`src/rtl/wb_timer.sv`:
```
// rtl/wb_timer.sv - Wishbone classic slave: prescaled 32-bit up-counter with compare match interrupt
`timescale 1ns/1ps

module wb_timer #(
   parameter int PRESCALE_WIDTH = 16
) (
   input  logic        i_clk,
   input  logic        i_arst_n,
   input  logic        i_wb_cyc,
   input  logic        i_wb_stb,
   input  logic        i_wb_we,
   input  logic [3:0]  i_wb_sel,
   input  logic [31:0] i_wb_adr,
   input  logic [31:0] i_wb_dat,
   output logic [31:0] o_wb_dat,
   output logic        o_wb_ack,
   output logic        o_int
);

   localparam logic [1:0] ADR_CTRL    = 2'd0;
   localparam logic [1:0] ADR_COUNT   = 2'd1;
   localparam logic [1:0] ADR_COMPARE = 2'd2;
   localparam logic [1:0] ADR_STATUS  = 2'd3;

   logic                      access;
   logic                      wr_en;
   logic                      rd_en;
   logic [1:0]                reg_sel;
   logic                      unused_adr;

   logic                      ctrl_en;
   logic                      ctrl_auto_reload;
   logic                      ctrl_ie;
   logic [PRESCALE_WIDTH-1:0] ctrl_prescale;
   logic [PRESCALE_WIDTH-1:0] presc_cnt;
   logic [31:0]               count;
   logic [31:0]               compare;
   logic                      match;

   logic                      tick;
   logic                      hit;
   logic [2:0]                ctrl_flags_next;
   logic [PRESCALE_WIDTH-1:0] ctrl_prescale_next;
   logic [PRESCALE_WIDTH-1:0] presc_cnt_next;
   logic [31:0]               count_next;
   logic [31:0]               compare_next;
   logic                      match_next;
   logic [31:0]               rd_data;

   function automatic logic [31:0] lane_merge(input logic [31:0] old_val,
                                              input logic [31:0] new_val,
                                              input logic [3:0]  lanes);
      logic [31:0] res;
      res = old_val;
      for (int i = 0; i < 4; i++) begin
         if (lanes[i]) res[8*i +: 8] = new_val[8*i +: 8];
      end
      return res;
   endfunction

   // The ack register itself blocks a second access on the cycle it is high.
   always_comb begin
      access  = i_wb_cyc & i_wb_stb & ~o_wb_ack;
      wr_en   = access & i_wb_we;
      rd_en   = access & ~i_wb_we;
      reg_sel = i_wb_adr[3:2];
   end

   assign unused_adr = ^{i_wb_adr[31:4], i_wb_adr[1:0]};

   always_comb begin
      tick           = ctrl_en && (presc_cnt == ctrl_prescale);
      hit            = tick && (count == compare);
      presc_cnt_next = (ctrl_en && !tick) ? presc_cnt + 1'b1 : '0;
   end

   // Bus writes are merged on top of the timer update so the bus wins per lane.
   always_comb begin
      count_next = count;
      if (tick) count_next = (hit && ctrl_auto_reload) ? 32'd0 : count + 32'd1;
      if (wr_en && reg_sel == ADR_COUNT) count_next = lane_merge(count_next, i_wb_dat, i_wb_sel);

      compare_next = compare;
      if (wr_en && reg_sel == ADR_COMPARE) compare_next = lane_merge(compare, i_wb_dat, i_wb_sel);

      match_next = match;
      if (wr_en && reg_sel == ADR_STATUS && i_wb_sel[0] && i_wb_dat[0]) match_next = 1'b0;
      if (hit) match_next = 1'b1;
   end

   always_comb begin
      ctrl_flags_next    = {ctrl_ie, ctrl_auto_reload, ctrl_en};
      ctrl_prescale_next = ctrl_prescale;
      if (wr_en && reg_sel == ADR_CTRL) begin
         if (i_wb_sel[0]) ctrl_flags_next = i_wb_dat[2:0];
         for (int i = 0; i < PRESCALE_WIDTH; i++) begin
            if (i_wb_sel[2 + i/8]) ctrl_prescale_next[i] = i_wb_dat[16 + i];
         end
      end
   end

   always_comb begin
      rd_data = '0;
      case (reg_sel)
         ADR_CTRL: begin
            rd_data[2:0]                    = {ctrl_ie, ctrl_auto_reload, ctrl_en};
            rd_data[16 +: PRESCALE_WIDTH]   = ctrl_prescale;
         end
         ADR_COUNT:   rd_data = count;
         ADR_COMPARE: rd_data = compare;
         ADR_STATUS:  rd_data[0] = match;
         default:     rd_data = '0;
      endcase
   end

   always_ff @(posedge i_clk or negedge i_arst_n) begin
      if (!i_arst_n) begin
         o_wb_ack         <= 1'b0;
         o_wb_dat         <= '0;
         ctrl_en          <= 1'b0;
         ctrl_auto_reload <= 1'b0;
         ctrl_ie          <= 1'b0;
         ctrl_prescale    <= '0;
         presc_cnt        <= '0;
         count            <= '0;
         compare          <= 32'hFFFF_FFFF;
         match            <= 1'b0;
      end else begin
         o_wb_ack         <= access;
         o_wb_dat         <= rd_en ? rd_data : 32'd0;
         {ctrl_ie, ctrl_auto_reload, ctrl_en} <= ctrl_flags_next;
         ctrl_prescale    <= ctrl_prescale_next;
         presc_cnt        <= presc_cnt_next;
         count            <= count_next;
         compare          <= compare_next;
         match            <= match_next;
      end
   end

   assign o_int = match & ctrl_ie;

endmodule
```
`config.mk`:
```
export PLATFORM = sky130hd
export DESIGN_NAME = wb_timer
export DESIGN_NICKNAME = d
export VERILOG_FILES = /design/src/rtl/wb_timer.sv
export SDC_FILE = /design/constraint.sdc
export NUM_CORES = 1
export LEC_CHECK = 0
export CORE_MARGIN = 3
export CORE_UTILIZATION = 50
export DETAILED_ROUTE_END_ITERATION = 12
export PLACE_DENSITY = 0.74
export SETUP_SLACK_MARGIN = 0.05
export SYNTH_ARGS = -nofsm -noshare
export SYNTH_HDL_FRONTEND = slang
export SYNTH_SLANG_ARGS = --single-unit
```
`constraint.sdc`:
```
create_clock -name i_clk -period 3.2 [get_ports i_clk]
set_input_delay 0.32 -clock i_clk [delete_from_list [all_inputs] [get_ports i_clk]]
set_output_delay 0.32 -clock i_clk [all_outputs]
set_load 0.005 [all_outputs]
```
==> results of run 1 <==
[stage by stage]
stage / worst slack [ns] / instance area (um2) / power, W
2_1_floorplan: 1.05 / 6930 / 0.00297
3_5_place_dp: 0.322 / 7850 / 0.00335
3_3_place_gp: 0.408 / 7850 / 0.00331
5_1_grt: 0.512 / 8420 / 0.00543
6_report: 0.694 / 8420 / 0.00519
4_1_cts: 0.759 / 8420 / 0.00520
[layer usage]
metal	part of all wire (%)	wire, um	GRT usage (%)	vias up
met5	0	0	0	-
met3	6.2	1120	5.59	45
met4	3.0	549	11.1	0
met1	41	7520	31.6	2772
met2	49	8970	42.2	204
li1	-	-	-	2564
[placed cells by master (no fill, tap or decap), types with 8 or more instances in the layout]
cell type	n
a22oi_1	13
nand3_1	47
ha_1	8
mux2_2	35
clkbuf_16	17
xnor2_1	50
a31o_1	8
a21oi_1	12
inv_1	13
and3_1	24
o21ai_0	17
dfrtp_1	101
a222oi_1	19
clkdlybuf4s50_1	75
nand4_1	29
dfstp_2	32
xor2_1	31
buf_4	18
nor4_2	8
nor3_1	9
nand2_1	45
nor2_1	71
[area by class of cell]
class	count	share of cell area [%]
multi-input cells	484	39.2
inverters	13	0.580
clock inverters	13	1.29
flip-flops and latches	133	40.0
repair buffers	95	10.9
well taps	176	2.62
clock buffers	19	5.38
[logic make-up after synthesis]
kind of cell	count (synthesis)	synth area share, %
xor+xnor	82	10.5
simple gates	265	20.2
compound gates	94	9.88
mux	35	5.69
buf+inv	60	3.74
fa+ha+maj	8	1.44
flops	133	48.6
[critical path: stages, from the launching register on]
cell and delay (ns):
dfrtp_1 0.49, ha_1 0.26, and3_1 0.42, nand4_1 0.35, nor2_1 0.32, nand4_1 0.16, xnor2_1 0.19, a31o_1 0.21
[where the power goes]
group          switching [W]  internal, W
Sequential          0.000322      0.00196
Clock               0.000736      0.00110
Combinational       0.000561     0.000515
Total                0.00162      0.00357
[repair_timing]
item / 4_1_cts / 5_1_grt
hold buffers: 1 / 0
endpoints found under the hold margin: 14 / 0
setup buffers: 0 / 0
[registers in the layout, indices dropped and copies added, names as in the netlist]
name and cells:
compare 32, count 32, ctrl_auto_reload 1, ctrl_en 1, ctrl_ie 1, ctrl_prescale 16, match 1, o_wb_ack 1
o_wb_dat 32, presc_cnt 16
[worst max-delay path by stage]
stage / endpoint / slack (ns) / cells past startpoint
after floorplan: count[19]$_DFF_PN0_ / 1.05 / 7
after global placement: compare[2]$_DFFE_PN1P_ / 0.41 / 5
after detailed placement: compare[29]$_DFFE_PN1P_ / 0.32 / 5
after CTS: compare[31]$_DFFE_PN1P_ / 0.76 / 5
after global routing: compare[21]$_DFFE_PN1P_ / 0.51 / 5
final: count[20]$_DFF_PN0_ / 0.69 / 7
==> insert_results.sql, run 1 <==
INSERT INTO impl_metrics (metric_group, metric, value, unit) VALUES
('outcome', 'run_status', 'completed', ''),
('route', 'finalWirelength', '18200', 'um'),
('floorplan', 'core_area', '13400', 'um2'),
('sta', 'timing.max_slew.rel_slack', '35.1', '%'),
('logic_synthesis', 'synth_commonest_cells', 'dfrtp_1 (101), nor2_1 (71), xnor2_1 (50)', ''),
('sta', 'tightestPinTransition', '0.974', 'ns'),
('clocking', 'post_cts_resized', '0', ''),
('floorplan', 'boundaryPins', '107', ''),
('layout', 'area_growth_syn_to_layout', '21.5', '%'),
('logic_synthesis', 'ys_ff_latch', '133', ''),
('layout', 'area_of_the_multi_input_gates', '3300', 'um2'),
('clocking', 'tritoncts', 'done', ''),
('logic_synthesis', 'synth_top_cell_by_area', 'dfrtp_1', ''),
('placement', 'placed_cells', '900', ''),
('layout', 'layout_filler_cell_count', '1117', ''),
('sta', 'period_share', '78.3', '%'),
('logic_synthesis', 'syn_nets', '758', ''),
('route', 'detail_route.wl_per_cell', '19.5', 'um'),
('worst_setup_path', 'critical_path.reg2reg.endpoint', 'count[20]$_DFF_PN0_', ''),
('layout', 'fin_cells', '933', ''),
('global_routing', 'global_route_usage_sum', '25.3', '%'),
('placement', 'place.port_buffers', '76', ''),
('logic_synthesis', 'synth-warning-count', '0', ''),
('worst_setup_path', 'cp_data_required_time', '3.51', 'ns'),
('route', 'route.antenna.remaining_nets', '0', ''),
('layout', 'diodes', '0', ''),
('worst_setup_path', 'startpoint_type', 'flip-flop', ''),
('hold_path', 'hold_class', 'primary input to flip-flop', ''),
('layout', 'postLayoutCoreUtil', '62.8', '%'),
('sta', 'finalHoldViolations', '0', ''),
('worst_setup_path', 'r2r-start', 'count[0]$_DFF_PN0_', ''),
('clocking', 'clock_insertion_delay_worst_skew', '0.43', 'ns'),
('global_routing', 'wire_length_of_the_first_global_routing_pass', '29500', 'um'),
('route', 'detail_route.first_pass.iterations', '5', ''),
('route', 'post_drt_via_cell_ratio', '5.99', ''),
('worst_setup_path', 'arrival', '2.82', 'ns'),
('sta', 'final_period_minus_worst_setup_slack', '2.51', 'ns'),
('global_routing', 'maximum_number_of_pins_on_one_net_before_global_route_repair', '60', ''),
('sta', 'slew_limit_fails', '0', ''),
('power', 'max-vdd-ir-drop', '344', 'uV'),
('worst_setup_path', 'worstSetupPathType', 'flip-flop to flip-flop', ''),
('clocking', 'cts_max_level', '4', ''),
('power', 'power_density_of_the_placed_cells', '617', 'nW/um2'),
('logic_synthesis', 'synth_top_area_share', '36.5', '%'),
('sta', 'setup_tns', '0', 'ns'),
('power', 'p_leak', '3.46', 'nW'),
('logic_synthesis', 'postSynth.asyncResetShare', '100', '%'),
('sta', 'final.setup_skew', '0.00704', 'ns'),
('clocking', 'number_of_cts_inserted_buffers', '17', ''),
('sta', 'rsz0062_at_grt', 'false', ''),
('sta', 'setup-violations-final', '0', ''),
('logic_synthesis', 'synth_enable_flop_cells', '0', ''),
('worst_setup_path', 'timing.reg2reg.setup_slack', '0.69', 'ns'),
('logic_synthesis', 'netlist_instances', '677', ''),
('layout', 'finish.net_count', '825', ''),
('hold_path', 'hold_depth', '3', ''),
('logic_synthesis', 'post_synth_num_cell_types', '46', ''),
('floorplan', 'die_x', '124', 'um'),
('worst_setup_path', 'crit_path_end_kind', 'flip-flop', ''),
('hold_path', 'worstHoldEndpoint', 'count[11]$_DFF_PN0_', ''),
('worst_setup_path', 'depth_of_the_worst_register_to_register_path', '7', ''),
('worst_setup_path', 'timing.critical_path.from', 'count[0]$_DFF_PN0_', ''),
('sta', 'finalHoldWorstSlack', '0.488', 'ns'),
('floorplan', 'die_area', '15300', 'um2'),
('logic_synthesis', 'avg_inst_size_synth', '10.2', 'um2'),
('route', 'routed-via-count', '5585', ''),
('clocking', 'clockRootBuffer', 'clkbuf_16', ''),
('route', 'drc', '0', ''),
('hold_path', 'hold_path.startpoint', 'i_wb_dat[11]', ''),
('worst_setup_path', 'cp_max_fo', '8', ''),
('floorplan', 'start_util', '51.7', '%');
Power figures use the tool's default switching activity.
==> run 2: changes to the inputs <==
--- a/config.mk
+++ b/config.mk
@@ -6,9 +6,9 @@
 export NUM_CORES = 1
 export LEC_CHECK = 0
 export CORE_MARGIN = 3
-export CORE_UTILIZATION = 50
+export CORE_UTILIZATION = 49
 export DETAILED_ROUTE_END_ITERATION = 12
-export PLACE_DENSITY = 0.74
+export PLACE_DENSITY = 0.76
 export SETUP_SLACK_MARGIN = 0.05
 export SYNTH_ARGS = -nofsm -noshare
 export SYNTH_HDL_FRONTEND = slang
==> constraint.sdc (replaced) <==
create_clock -name i_clk -period 2.2 [get_ports i_clk]
set_input_delay 0.22 -clock i_clk [delete_from_list [all_inputs] [get_ports i_clk]]
set_output_delay 0.22 -clock i_clk [all_outputs]
set_load 0.005 [all_outputs]
==> run 2 against run 1 <==
Compared with the run above:
- the flow now finishes with violations (negative setup slack)
- non-clock buffer count rose by 69
- global-route usage is 0.95 points higher
- total power increased by 66%
- critical path depth is 1 higher
- register-to-register slack worse by 0.71 ns
- first-iteration DRC count rose by 16%
- cell count grew 7.4%
- core utilization grew 5.5 points
- setup slack got worse by 0.71 ns
- sequential power increased by 41%
- hold slack got worse by 0.21 ns
==> insert_results.sql, run 2 (same netlist as run 1, synthesis figures left out) <==
INSERT INTO impl_metrics (metric_group, metric, value, unit) VALUES
('global_routing', 'maximum_number_of_pins_on_one_net_before_global_route_repair', '63', ''),
('global_routing', 'number_of_antenna_violations_at_the_first_check_in_global_routing', '0', ''),
('sta', 'setup-violations-final', '2', ''),
('layout', 'top_regs', 'compare: 32 flops, count: 32 flops, o_wb_dat: 32 flops', ''),
('worst_setup_path', 'crit_path_end_kind', 'flip-flop', ''),
('worst_setup_path', 'startpoint_type', 'flip-flop', ''),
('worst_setup_path', 'depth_of_the_worst_register_to_register_path', '8', ''),
('floorplan', 'core_area', '13600', 'um2'),
('floorplan', 'die_x', '125', 'um'),
('sta', 'timing.max_slew.rel_slack', '68.0', '%'),
('sta', 'finalHoldViolations', '0', ''),
('placement', 'placed_cells', '956', ''),
('placement', 'place.port_buffers', '76', ''),
('clocking', 'cts_max_level', '4', ''),
('sta', 'slew_limit_fails', '0', ''),
('floorplan', 'boundaryPins', '107', ''),
('worst_setup_path', 'arrival', '2.52', 'ns'),
('power', 'power_density_of_the_placed_cells', '930', 'nW/um2'),
('sta', 'setup_tns', '-0.0271', 'ns'),
('clocking', 'tritoncts', 'done', ''),
('layout', 'fin_cells', '1002', ''),
('sta', 'period_share', '101', '%'),
('placement', 'gp_congestion', '0.921', ''),
('global_routing', 'wire_length_of_the_first_global_routing_pass', '32700', 'um'),
('layout', 'drive_gt1_share', '28.1', '%'),
('placement', 'place_hpwl', '14000', 'um'),
('worst_setup_path', 'cp_data_required_time', '2.50', 'ns'),
('clocking', 'clock_path_buffers', '2', ''),
('sta', 'max_freq', '450', 'MHz'),
('outcome', 'run_status', 'finished with violations', ''),
('clocking', 'clkSinkCount', '133', ''),
('global_routing', 'global_route_usage_sum', '26.3', '%'),
('route', 'drt_iter0_drc', '663', ''),
('floorplan', 'start_util', '51.1', '%'),
('route', 'finalWirelength', '20300', 'um'),
('layout', 'most_used_cells_in_the_layout_excluding_fill_and_tap_cells', 'dfrtp_1 (98), buf_4 (78), clkdlybuf4s50_1 (75), nor2_1 (70), xnor2_1 (49)', ''),
('layout', 'mostFrequentLayoutCell', 'dfrtp_1', ''),
('route', 'drc', '0', ''),
('layout', 'ff_latch_area', '3370', 'um2'),
('layout', 'area_growth_syn_to_layout', '33.7', '%'),
('power', 'max-vdd-ir-drop', '715', 'uV'),
('sta', 'postLayoutSetupSlackWorst', '-0.0212', 'ns'),
('clocking', 'worst_setup_hold_path_clk_slew', '0.06', 'ns'),
('clocking', 'clockRootBuffer', 'clkbuf_16', ''),
('layout', 'finish.net_count', '894', ''),
('floorplan', 'height_of_the_chip', '125', 'um'),
('layout', 'layout_filler_cell_count', '1012', ''),
('sta', 'tightestPinTransition', '0.478', 'ns'),
('placement', 'place_ws', '-0.0448', 'ns'),
('run', 'max_cap_viols', '0', ''),
('global_routing', 'grt_remaining_overflow', '0', ''),
('route', 'post_drt_via_cell_ratio', '6.06', ''),
('power', 'p_leak', '3.93', 'nW'),
('floorplan', 'die_area', '15600', 'um2'),
('route', 'detail_route.wl_per_cell', '20.3', 'um'),
('route', 'routed-via-count', '6068', ''),
('sta', 'final_period_minus_worst_setup_slack', '2.22', 'ns'),
('worst_setup_path', 'cp_max_fo', '4', ''),
('outcome', 'failed_checks', 'negative setup slack', ''),
('hold_path', 'hold_class', 'primary input to async pin', ''),
('clocking', 'clock_insertion_delay_worst_skew', '0.43', 'ns'),
('sta', 'final.setup_skew', '0.00900', 'ns'),
('layout', 'diodes', '0', ''),
('global_routing', 'first_global_vias', '6402', ''),
('clocking', 'number_of_cts_inserted_buffers', '17', ''),
('floorplan', 'core.rowCount', '42', ''),
('layout', 'area_of_the_multi_input_gates', '3470', 'um2'),
('route', 'detail_route.first_pass.iterations', '6', ''),
('sta', 'rsz0062_at_grt', 'true', ''),
('route', 'route.antenna.remaining_nets', '0', ''),
('worst_setup_path', 'worstSetupPathType', 'flip-flop to flip-flop', '');
## run 2: cell type report
type	count	area share, %
clock buffers	20	4.93
clock inverters	12	2.43
inverters	13	0.527
multi-input cells	484	37.4
flip-flops and latches	133	36.4
well taps	176	2.38
repair buffers	164	16.0
## run 2: timing repair
| action | 4_1_cts | 5_1_grt |
|---|---|---|
| resized for setup | 17 | 30 |
| gates cloned | 0 | 1 |
| pin swaps | 14 | 17 |
| hold buffers | 1 | 0 |
| endpoints found under the hold margin | 22 | 0 |
| endpoints found under the setup margin | 27 | 42 |
| buffers inserted | 4 | 8 |
## run 2: power breakdown
| part | leakage (nW) | switching, W | internal [W] | total, W |
|---|---|---|---|---|
| clock network | 0.322 | 0.00108 | 0.00218 | 0.00327 |
| logic | 1.99 | 0.00108 | 0.00105 | 0.00213 |
| registers | 1.62 | 0.000367 | 0.00285 | 0.00322 |
| total | 3.93 | 0.00253 | 0.00608 | 0.00861 |
## run 2: worst max-delay path, stage by stage (launching register included)
cell and delay (ns):
dfstp_2 0.55, xnor2_2 0.11, buf_4 0.13, nand4_1 0.14
nor4_2 0.36, and4_4 0.29, buf_6 0.12, a21oi_2 0.03
or3b_1 0.36
## run 2: worst paths after layout
path	startpoint	end	slack [ns]
max	compare[10]$_DFFE_PN1P_	count[30]$_DFF_PN0_	-0.02
min	i_arst_n	o_wb_ack$_DFF_PN0_	0.28
max reg2reg	compare[10]$_DFFE_PN1P_	count[30]$_DFF_PN0_	-0.02
min reg2reg	compare[20]$_DFFE_PN1P_	compare[20]$_DFFE_PN1P_	0.50
max in group asynchronous	i_arst_n	compare[11]$_DFFE_PN1P_	1.19
min in group i_clk	i_wb_dat[20]	compare[20]$_DFFE_PN1P_	0.39
## run 2: per-stage QoR
step / utilization, % / hold WS (ns) / total power [W] / area, um2
6_report: 68.4 / 0.279 / 0.00861 / 9270
5_1_grt: 68.4 / 0.302 / 0.00896 / 9270
4_1_cts: 66.8 / 0.283 / 0.00847 / 9060
3_5_place_dp: 61.1 / 0.178 / 0.00515 / 8290
3_3_place_gp: 61.1 / 0.176 / 0.00508 / 8290
2_1_floorplan: - / -0.0756 / 0.00433 / 6930
## run 2: layer usage
metal  vias up  global-route usage, %  part of all wire [%]
li1       2701                      -                     -
met2       274                   46.0                    52
met1      3034                   32.2                    39
met4         0                   9.89                   2.9
met5         -                      0                     0
met3        59                   5.23                   6.2
==> run 3: changes to the inputs <==
--- a/config.mk
+++ b/config.mk
@@ -5,9 +5,11 @@
 export SDC_FILE = /design/constraint.sdc
 export NUM_CORES = 1
 export LEC_CHECK = 0
+export CORE_ASPECT_RATIO = 1.4
 export CORE_MARGIN = 3
 export CORE_UTILIZATION = 49
 export DETAILED_ROUTE_END_ITERATION = 12
+export GPL_TIMING_DRIVEN = 0
 export PLACE_DENSITY = 0.76
 export SETUP_SLACK_MARGIN = 0.05
 export SYNTH_ARGS = -nofsm -noshare
==> run 3 against run 2 <==
Compared with the run above:
- the run still ends with negative setup slack left
- total power decreased by 2.9%
- final area decreased by 1.2%
- hold slack improved by 0.013 ns
- highest routed layer unchanged
- cell count decreased by 1.1%
- setup slack improved by 0.015 ns
==> insert_results.sql, run 3 (same netlist as run 1, synthesis figures left out) <==
INSERT INTO impl_metrics (metric_group, metric, value, unit) VALUES
('placement', 'gp_congestion', '0.930', ''),
('sta', 'final.setup_skew', '0.00869', 'ns'),
('placement', 'place_ws', '-0.482', 'ns'),
('layout', 'layout_filler_cell_count', '1055', ''),
('layout', 'mostFrequentLayoutCell', 'dfrtp_1', ''),
('power', 'max-vdd-ir-drop', '621', 'uV'),
('global_routing', 'global_route_usage_sum', '26.2', '%'),
('worst_setup_path', 'depth_of_the_worst_register_to_register_path', '7', ''),
('global_routing', 'first_global_vias', '6159', ''),
('floorplan', 'core.rowCount', '50', ''),
('floorplan', 'height_of_the_chip', '147', 'um'),
('route', 'drc', '0', ''),
('layout', 'finalInstanceArea', '9160', 'um2'),
('power', 'internal-power', '0.00575', 'W'),
('clocking', 'clkSinkCount', '133', ''),
('sta', 'tightestPinTransition', '0.562', 'ns'),
('placement', 'place.port_buffers', '76', ''),
('sta', 'postLayoutSetupSlackWorst', '-0.00582', 'ns'),
('global_routing', 'maximum_number_of_pins_on_one_net_before_global_route_repair', '90', ''),
('power', 'p_leak', '3.81', 'nW'),
('sta', 'finalHoldViolations', '0', ''),
('run', 'max_cap_viols', '0', ''),
('floorplan', 'die_area', '15600', 'um2'),
('worst_setup_path', 'timing.critical_path.from', 'ctrl_prescale[4]$_DFFE_PN0P_', ''),
('placement', 'place_hpwl', '14500', 'um'),
('worst_setup_path', 'startpoint_type', 'flip-flop', ''),
('clocking', 'clock_insertion_delay_worst_skew', '0.43', 'ns'),
('layout', 'top_regs', 'compare: 32 flops, count: 32 flops, o_wb_dat: 32 flops', ''),
('worst_setup_path', 'timing.critical_path.to', 'count[19]$_DFF_PN0_', ''),
('clocking', 'clockRootBuffer', 'clkbuf_16', ''),
('power', 'clock_power_share', '35.7', '%'),
('route', 'route.antenna.remaining_nets', '0', ''),
('sta', 'period_share', '100', '%'),
('clocking', 'number_of_cts_inserted_buffers', '17', ''),
('layout', 'most_used_cells_in_the_layout_excluding_fill_and_tap_cells', 'dfrtp_1 (96), clkdlybuf4s50_1 (75), nor2_1 (69), nand3_1 (43), nand2_1 (42)', ''),
('floorplan', 'boundaryPins', '107', ''),
('layout', 'finish.net_count', '877', ''),
('sta', 'rsz0062_at_grt', 'true', ''),
('route', 'finalWirelength', '20600', 'um'),
('layout', 'fin_cells', '991', ''),
('sta', 'timing.max_slew.rel_slack', '62.5', '%'),
('route', 'detail_route.wl_per_cell', '20.8', 'um'),
('route', 'routed-via-count', '5977', ''),
('sta', 'final_period_minus_worst_setup_slack', '2.21', 'ns'),
('global_routing', 'number_of_antenna_violations_at_the_first_check_in_global_routing', '0', ''),
('floorplan', 'start_util', '50.8', '%'),
('global_routing', 'wire_length_of_the_first_global_routing_pass', '31700', 'um'),
('power', 'power.share.sequential', '38.9', '%'),
('clocking', 'tritoncts', 'done', ''),
('worst_setup_path', 'worstSetupPathType', 'flip-flop to flip-flop', ''),
('route', 'drt_iter0_drc', '440', ''),
('outcome', 'run_status', 'finished with violations', ''),
('worst_setup_path', 'crit_path_end_kind', 'flip-flop', ''),
('clocking', 'cts_max_level', '4', ''),
('sta', 'slew_limit_fails', '0', ''),
('placement', 'placed_cells', '936', ''),
('worst_setup_path', 'cp_data_required_time', '2.51', 'ns'),
('power', 'switchingPower', '0.00261', 'W'),
('floorplan', 'die_x', '107', 'um'),
('route', 'post_drt_via_cell_ratio', '6.03', ''),
('clocking', 'clock_path_buffers', '2', ''),
('placement', 'placed_area', '7950', 'um2'),
('worst_setup_path', 'r2r-start', 'ctrl_prescale[4]$_DFFE_PN0P_', ''),
('hold_path', 'hold_class', 'primary input to async pin', ''),
('clocking', 'worst_setup_hold_path_clk_slew', '0.06', 'ns'),
('worst_setup_path', 'arrival', '2.52', 'ns'),
('sta', 'max_freq', '453', 'MHz'),
('layout', 'area_growth_syn_to_layout', '32.1', '%'),
('power', 'combPwrFrac', '25.3', '%'),
('worst_setup_path', 'timing.reg2reg.setup_slack', '-0.006', 'ns'),
('worst_setup_path', 'critical_path.reg2reg.endpoint', 'count[19]$_DFF_PN0_', ''),
('floorplan', 'core_area', '13600', 'um2'),
('power', 'switching_share_of_total_power', '31.2', '%'),
('sta', 'setup-violations-final', '1', ''),
('outcome', 'failed_checks', 'negative setup slack', ''),
('route', 'detail_route.first_pass.iterations', '8', ''),
('power', 'power_density_of_the_placed_cells', '914', 'nW/um2'),
('layout', 'diodes', '0', ''),
('worst_setup_path', 'cp_max_fo', '3', ''),
('global_routing', 'grt_remaining_overflow', '0', ''),
('layout', 'drive_gt1_share', '26.1', '%');
==> run 3: changes by cell type in the layout (fill, tap and decap cells not counted), moves of 7 or more <==
| cell | change |
|---|---|
| buf_4 | -52 |
| xnor2_1 | -8 |
| clkbuf_2 | +7 |
| clkbuf_1 | +14 |
==> run 3: cell type report <==
cell class | instances | area (um2) | share of cell area, %
plain buffers | 44 | 284 | 3.10
well taps | 182 | 228 | 2.49
flip-flops and latches | 133 | 3370 | 36.9
clock inverters | 10 | 148 | 1.61
multi-input cells | 484 | 3590 | 39.3
inverters | 13 | 48.8 | 0.533
repair buffers | 103 | 1000 | 11.0
clock buffers | 22 | 474 | 5.18
==> run 3: repair_timing <==
action	4_1_cts	5_1_grt
setup buffers	18	6
hold buffers	1	0
pin swaps	17	29
gates cloned	0	1
endpoints found under the setup margin	74	75
resized for setup	47	54
endpoints found under the hold margin	32	0
==> run 3: worst min-delay path by stage <==
stage | endpoint | cells after the start
final | o_wb_ack$_DFF_PN0_ | 2
after global routing | o_wb_dat[0]$_DFF_PN0_ | 2
after CTS | o_wb_dat[0]$_DFF_PN0_ | 2
after detailed placement | o_wb_dat[0]$_DFF_PN0_ | 1
after global placement | compare[20]$_DFFE_PN1P_ | 2
after floorplan | count[0]$_DFF_PN0_ | 0
==> run 3: metrics by stage <==
step           power, W  utilization (%)  TNS (ns)  hold slack, ns
4_1_cts         0.00816             65.2         0           0.308
5_1_grt         0.00865             67.1   -0.0808           0.338
3_5_place_dp    0.00499             58.3    -30.92           0.168
6_report        0.00836             67.1  -0.00582           0.292
3_3_place_gp    0.00492             58.1   -520.93           0.489
2_1_floorplan   0.00433                -         0         -0.0756
==> run 3: metal layers <==
metal  vias up  global-route usage (%)  share of wire, %
met2       264                    46.1                53
li1       2661                       -                 -
met4         0                    13.6               4.4
met5         -                       0                 0
met1      2972                    30.0                37
met3        80                    5.23               5.7
==> run 3: worst max-delay path: stages (launching register included) <==
cell and delay (ns):
dfrtp_1 0.41, xor2_1 0.19, nor4_2 0.34, nand4_1 0.21, buf_6 0.17, or4_4 0.44
xnor2_2 0.15, a31o_1 0.18
==> run 3: power by group through the flow <==
| stage | logic, W | clock network, W | registers, W |
|---|---|---|---|
| after global routing | 0.00225 | 0.00311 | 0.00329 |
| after global placement | 0.00167 | 0 | 0.00325 |
| final | 0.00212 | 0.00299 | 0.00326 |
| after detailed placement | 0.00172 | 0 | 0.00327 |
| after CTS | 0.00194 | 0.00299 | 0.00322 |
| after floorplan | 0.00118 | 0 | 0.00315 |
==> edit 1 (flow settings as in run 2) <==
Change the parameter `PRESCALE_WIDTH` from 16 to 14.
--- a/src/rtl/wb_timer.sv
+++ b/src/rtl/wb_timer.sv
@@ -2,7 +2,7 @@
 `timescale 1ns/1ps
 
 module wb_timer #(
-   parameter int PRESCALE_WIDTH = 16
+   parameter int PRESCALE_WIDTH = 14
 ) (
    input  logic        i_clk,
    input  logic        i_arst_n,
Formal check against the unedited RTL: not equivalent (Yosys sat finds a counterexample within 4 cycles, from zero or initial values and one cycle with i_arst_n low).
==> edit 1 against run 2 <==
The flow still finishes with violations (negative setup slack); sequential cell count down 4; design area fell by 4.4%; wire length fell by 13%; global-route usage decreased by 1.5 points; non-clock buffer count increased by 8; worst setup slack lost 0.052 ns; combinational power fell by 13%; sequential share of layout area grew 0.53 points; power is 7.2% lower; clock power is 7.6% lower; area after synthesis decreased by 7.1%; sequential power is 3% lower; critical path type unchanged.
==> edit 1: results <==
INSERT INTO impl_metrics (metric_group, metric, value, unit) VALUES
('power', 'p_switching', '0.002246', 'W'),
('grt', 'met2_usage', '0.4024', ''),
('cells_and_area', 'final_cell_count_no_fill', '926', ''),
('route', 'met3_wire_len', '1.187', 'mm'),
('sta', 'fin_ws', '-0.07273', 'ns'),
('setup_path', 'worst-endpoint-arrival', '2.58', 'ns'),
('synth', 'syn_inst', '586', ''),
('sta', 'timing_worst_slew_pin_value', '0.6939', 'ns'),
('cells_and_area', 'final_net_count', '822', ''),
('setup_path', 'crit_fanout', '3', ''),
('run_status', 'outcome', 'complete, but fails checks', ''),
('setup_path', 'critical_path.startpoint', 'compare[13]$_DFFE_PN1P_', ''),
('synth', 'netlist-cell-type-count', '43', ''),
('place', 'cells_after_dpl', '892', ''),
('sta', 'final-setup-viol-count', '29', ''),
('sta', 'setup_total_negative_slack', '-0.8050', 'ns'),
('sta', 'final.hold.worst_slack', '0.3373', 'ns'),
('run_status', 'violations', 'negative setup slack', ''),
('power', 'clock_distribution_power', '0.00302', 'W'),
('synth', 'yosysSeqAreaShare', '0.5079', '');
## edit 1: logic make-up (layout without fill, tap and decap cells)
| group | Yosys count | after routing | share of synthesized area |
|---|---|---|---|
| and+or+nand+nor | 191 | 191 | 0.1546 |
| DFF | 129 | 129 | 0.5079 |
| muxes | 49 | 49 | 0.08575 |
| buffers and inverters | 49 | 217 | 0.03208 |
| AOI/OAI and AO/OA | 74 | 74 | 0.08711 |
| adders and majority gates | 8 | 8 | 0.01556 |
| xor gates and xnor gates | 86 | 86 | 0.1171 |
## edit 1: layout make-up
class | instances | share of cell area
inverter | 13 | 0.005510
clock buffer | 23 | 0.05510
sequential | 129 | 0.3692
tap | 172 | 0.02430
multi-input combinational | 408 | 0.3563
timing repair buffer | 172 | 0.1724
clock inverter | 9 | 0.01724
## edit 1: repair_timing
action / 4_1_cts / 5_1_grt
endpoints found under the hold margin: 24 / 0
resized for setup: 26 / 23
hold buffers: 1 / 0
pin swaps: 13 / 13
setup endpoints to repair: 31 / 32
setup buffers: 0 / 1
==> edit 2 (settings of run 2) <==
Without the edit above. `o_wb_dat` no longer has a reset.
--- a/src/rtl/wb_timer.sv
+++ b/src/rtl/wb_timer.sv
@@ -116,7 +116,6 @@
    always_ff @(posedge i_clk or negedge i_arst_n) begin
       if (!i_arst_n) begin
          o_wb_ack         <= 1'b0;
-         o_wb_dat         <= '0;
          ctrl_en          <= 1'b0;
          ctrl_auto_reload <= 1'b0;
          ctrl_ie          <= 1'b0;
@@ -127,7 +126,6 @@
          match            <= 1'b0;
       end else begin
          o_wb_ack         <= access;
-         o_wb_dat         <= rd_en ? rd_data : 32'd0;
          {ctrl_ie, ctrl_auto_reload, ctrl_en} <= ctrl_flags_next;
          ctrl_prescale    <= ctrl_prescale_next;
          presc_cnt        <= presc_cnt_next;
@@ -137,6 +135,10 @@
       end
    end
 
+   always_ff @(posedge i_clk) begin
+      o_wb_dat <= rd_en ? rd_data : 32'd0;
+   end
+
    assign o_int = match & ctrl_ie;
 
 endmodule
Formal check against the unedited RTL: not equivalent (a bounded check fails within 4 cycles, from zero or initial values and one cycle with i_arst_n low).
==> edit 2 against run 2 <==
Fmax is 2.2% higher; largest cell class unchanged; global-route usage down 0.69 points; design area down 4.5%; first-iteration DRC count fell by 18%; via count is 7.1% lower; wire length decreased by 9.1%; non-clock buffer count shrank 15; worst setup slack better by 0.047 ns; area after synthesis fell by 4.3%; power decreased by 7.8%; final cell count is 5.2% lower; sequential cell count is the same; worst hold slack improved by 0.040 ns.
==> edit 2: results <==
INSERT INTO impl_metrics (metric_group, metric, value, unit) VALUES
('synth', 'syn-num-nets', '716', ''),
('grt', 'grt_util_met3', '0.05668', ''),
('setup_path', 'reg2reg_from', 'ctrl_prescale[0]$_DFFE_PN0P_', ''),
('place', 'placement.cell_area', '8030', 'sq um'),
('sta', 'worst_clock_skew', '0.009017', 'ns'),
('cells_and_area', 'fill_cells', '982', ''),
('cells_and_area', 'multi_input_combinational_cell_area', '3314', 'sq um'),
('cells_and_area', 'final_cell_count_no_fill', '950', ''),
('route', 'drt-met1-wl', '7.682', 'mm'),
('power', 'worst_ir_drop_vdd', '0.7969', 'mV'),
('route', 'vias', '5637', ''),
('cts', 'post_cts_buffers', '1', ''),
('route', 'detailedRoute.firstIterationViolations', '543', ''),
('sta', 'final-setup-viol-count', '0', ''),
('route', 'met2WireLength', '8.950', 'mm'),
('grt', 'global_route.usage.met1', '0.3359', ''),
('setup_path', 'worst-endpoint-arrival', '2.49', 'ns'),
('place', 'final_wtd_congestion', '0.9565', ''),
('setup_path', 'crit_fanout', '3', ''),
('synth', 'netlist-cell-type-count', '45', ''),
('power', 'p_clk_frac', '0.409', ''),
('grt', 'grt_start_max_net_pins', '42', ''),
('power', 'power.combinational.total', '0.00152', 'W'),
('run_status', 'outcome', 'finished, final reports clean', ''),
('sta', 'slew_hr', '0.6347', ''),
('power', 'fin_total_pwr', '0.007947', 'W');
edit 2: cell count changes in the layout (fill, tap and decap cells not counted), moves of 6 or more:
| cell | run 2 | this run |
|---|---|---|
| o21ai_1 | 0 | 10 |
| and3_1 | 21 | 15 |
| a31o_1 | 8 | 0 |
| nand4_1 | 29 | 18 |
| dfrtp_1 | 98 | 67 |
| mux2i_1 | 0 | 6 |
| dfxtp_1 | 0 | 32 |
| mux2_2 | 35 | 51 |
| buf_4 | 78 | 65 |
| nor4_1 | 2 | 8 |
| nand3_1 | 47 | 26 |
| a31oi_1 | 1 | 8 |
edit 2: cells by family after synthesis:
logic type | synth area share
xor+xnor | 0.1044
fa+ha+maj | 0.01510
mux | 0.09740
compound gates | 0.09381
buf+inv | 0.03001
simple gates | 0.1753
flops | 0.4840
edit 2: area by class of cell:
class                           count  share of cell area
Clock buffer                       19             0.05116
Clock inverter                     13             0.02572
Inverter                           11            0.004664
Multi-Input combinational cell    453              0.3744
Sequential cell                   133              0.3626
Tap cell                          172             0.02431
Timing Repair Buffer              149              0.1572
edit 2: worst min path at each step:
stage                        start                       to  slack, ns  cells after the start
after floorplan           i_arst_n       count[0]$_DFF_PN0_      -0.08                      0
after CTS                 i_arst_n  presc_cnt[12]$_DFF_PN0_       0.33                      2
after global routing      i_arst_n   presc_cnt[9]$_DFF_PN0_       0.35                      2
after global placement    i_arst_n   presc_cnt[7]$_DFF_PN0_       0.22                      1
after detailed placement  i_arst_n  presc_cnt[12]$_DFF_PN0_       0.24                      1
final                     i_arst_n   presc_cnt[8]$_DFF_PN0_       0.32                      2
edit 2: critical path, stage by stage (launching register included):
cell and delay, ns:
dfrtp_1 0.41, xor2_1 0.19, nor4_2 0.37, nand4_4 0.17
nor4_4 0.35, mux2_4 0.34, a32o_1 0.24
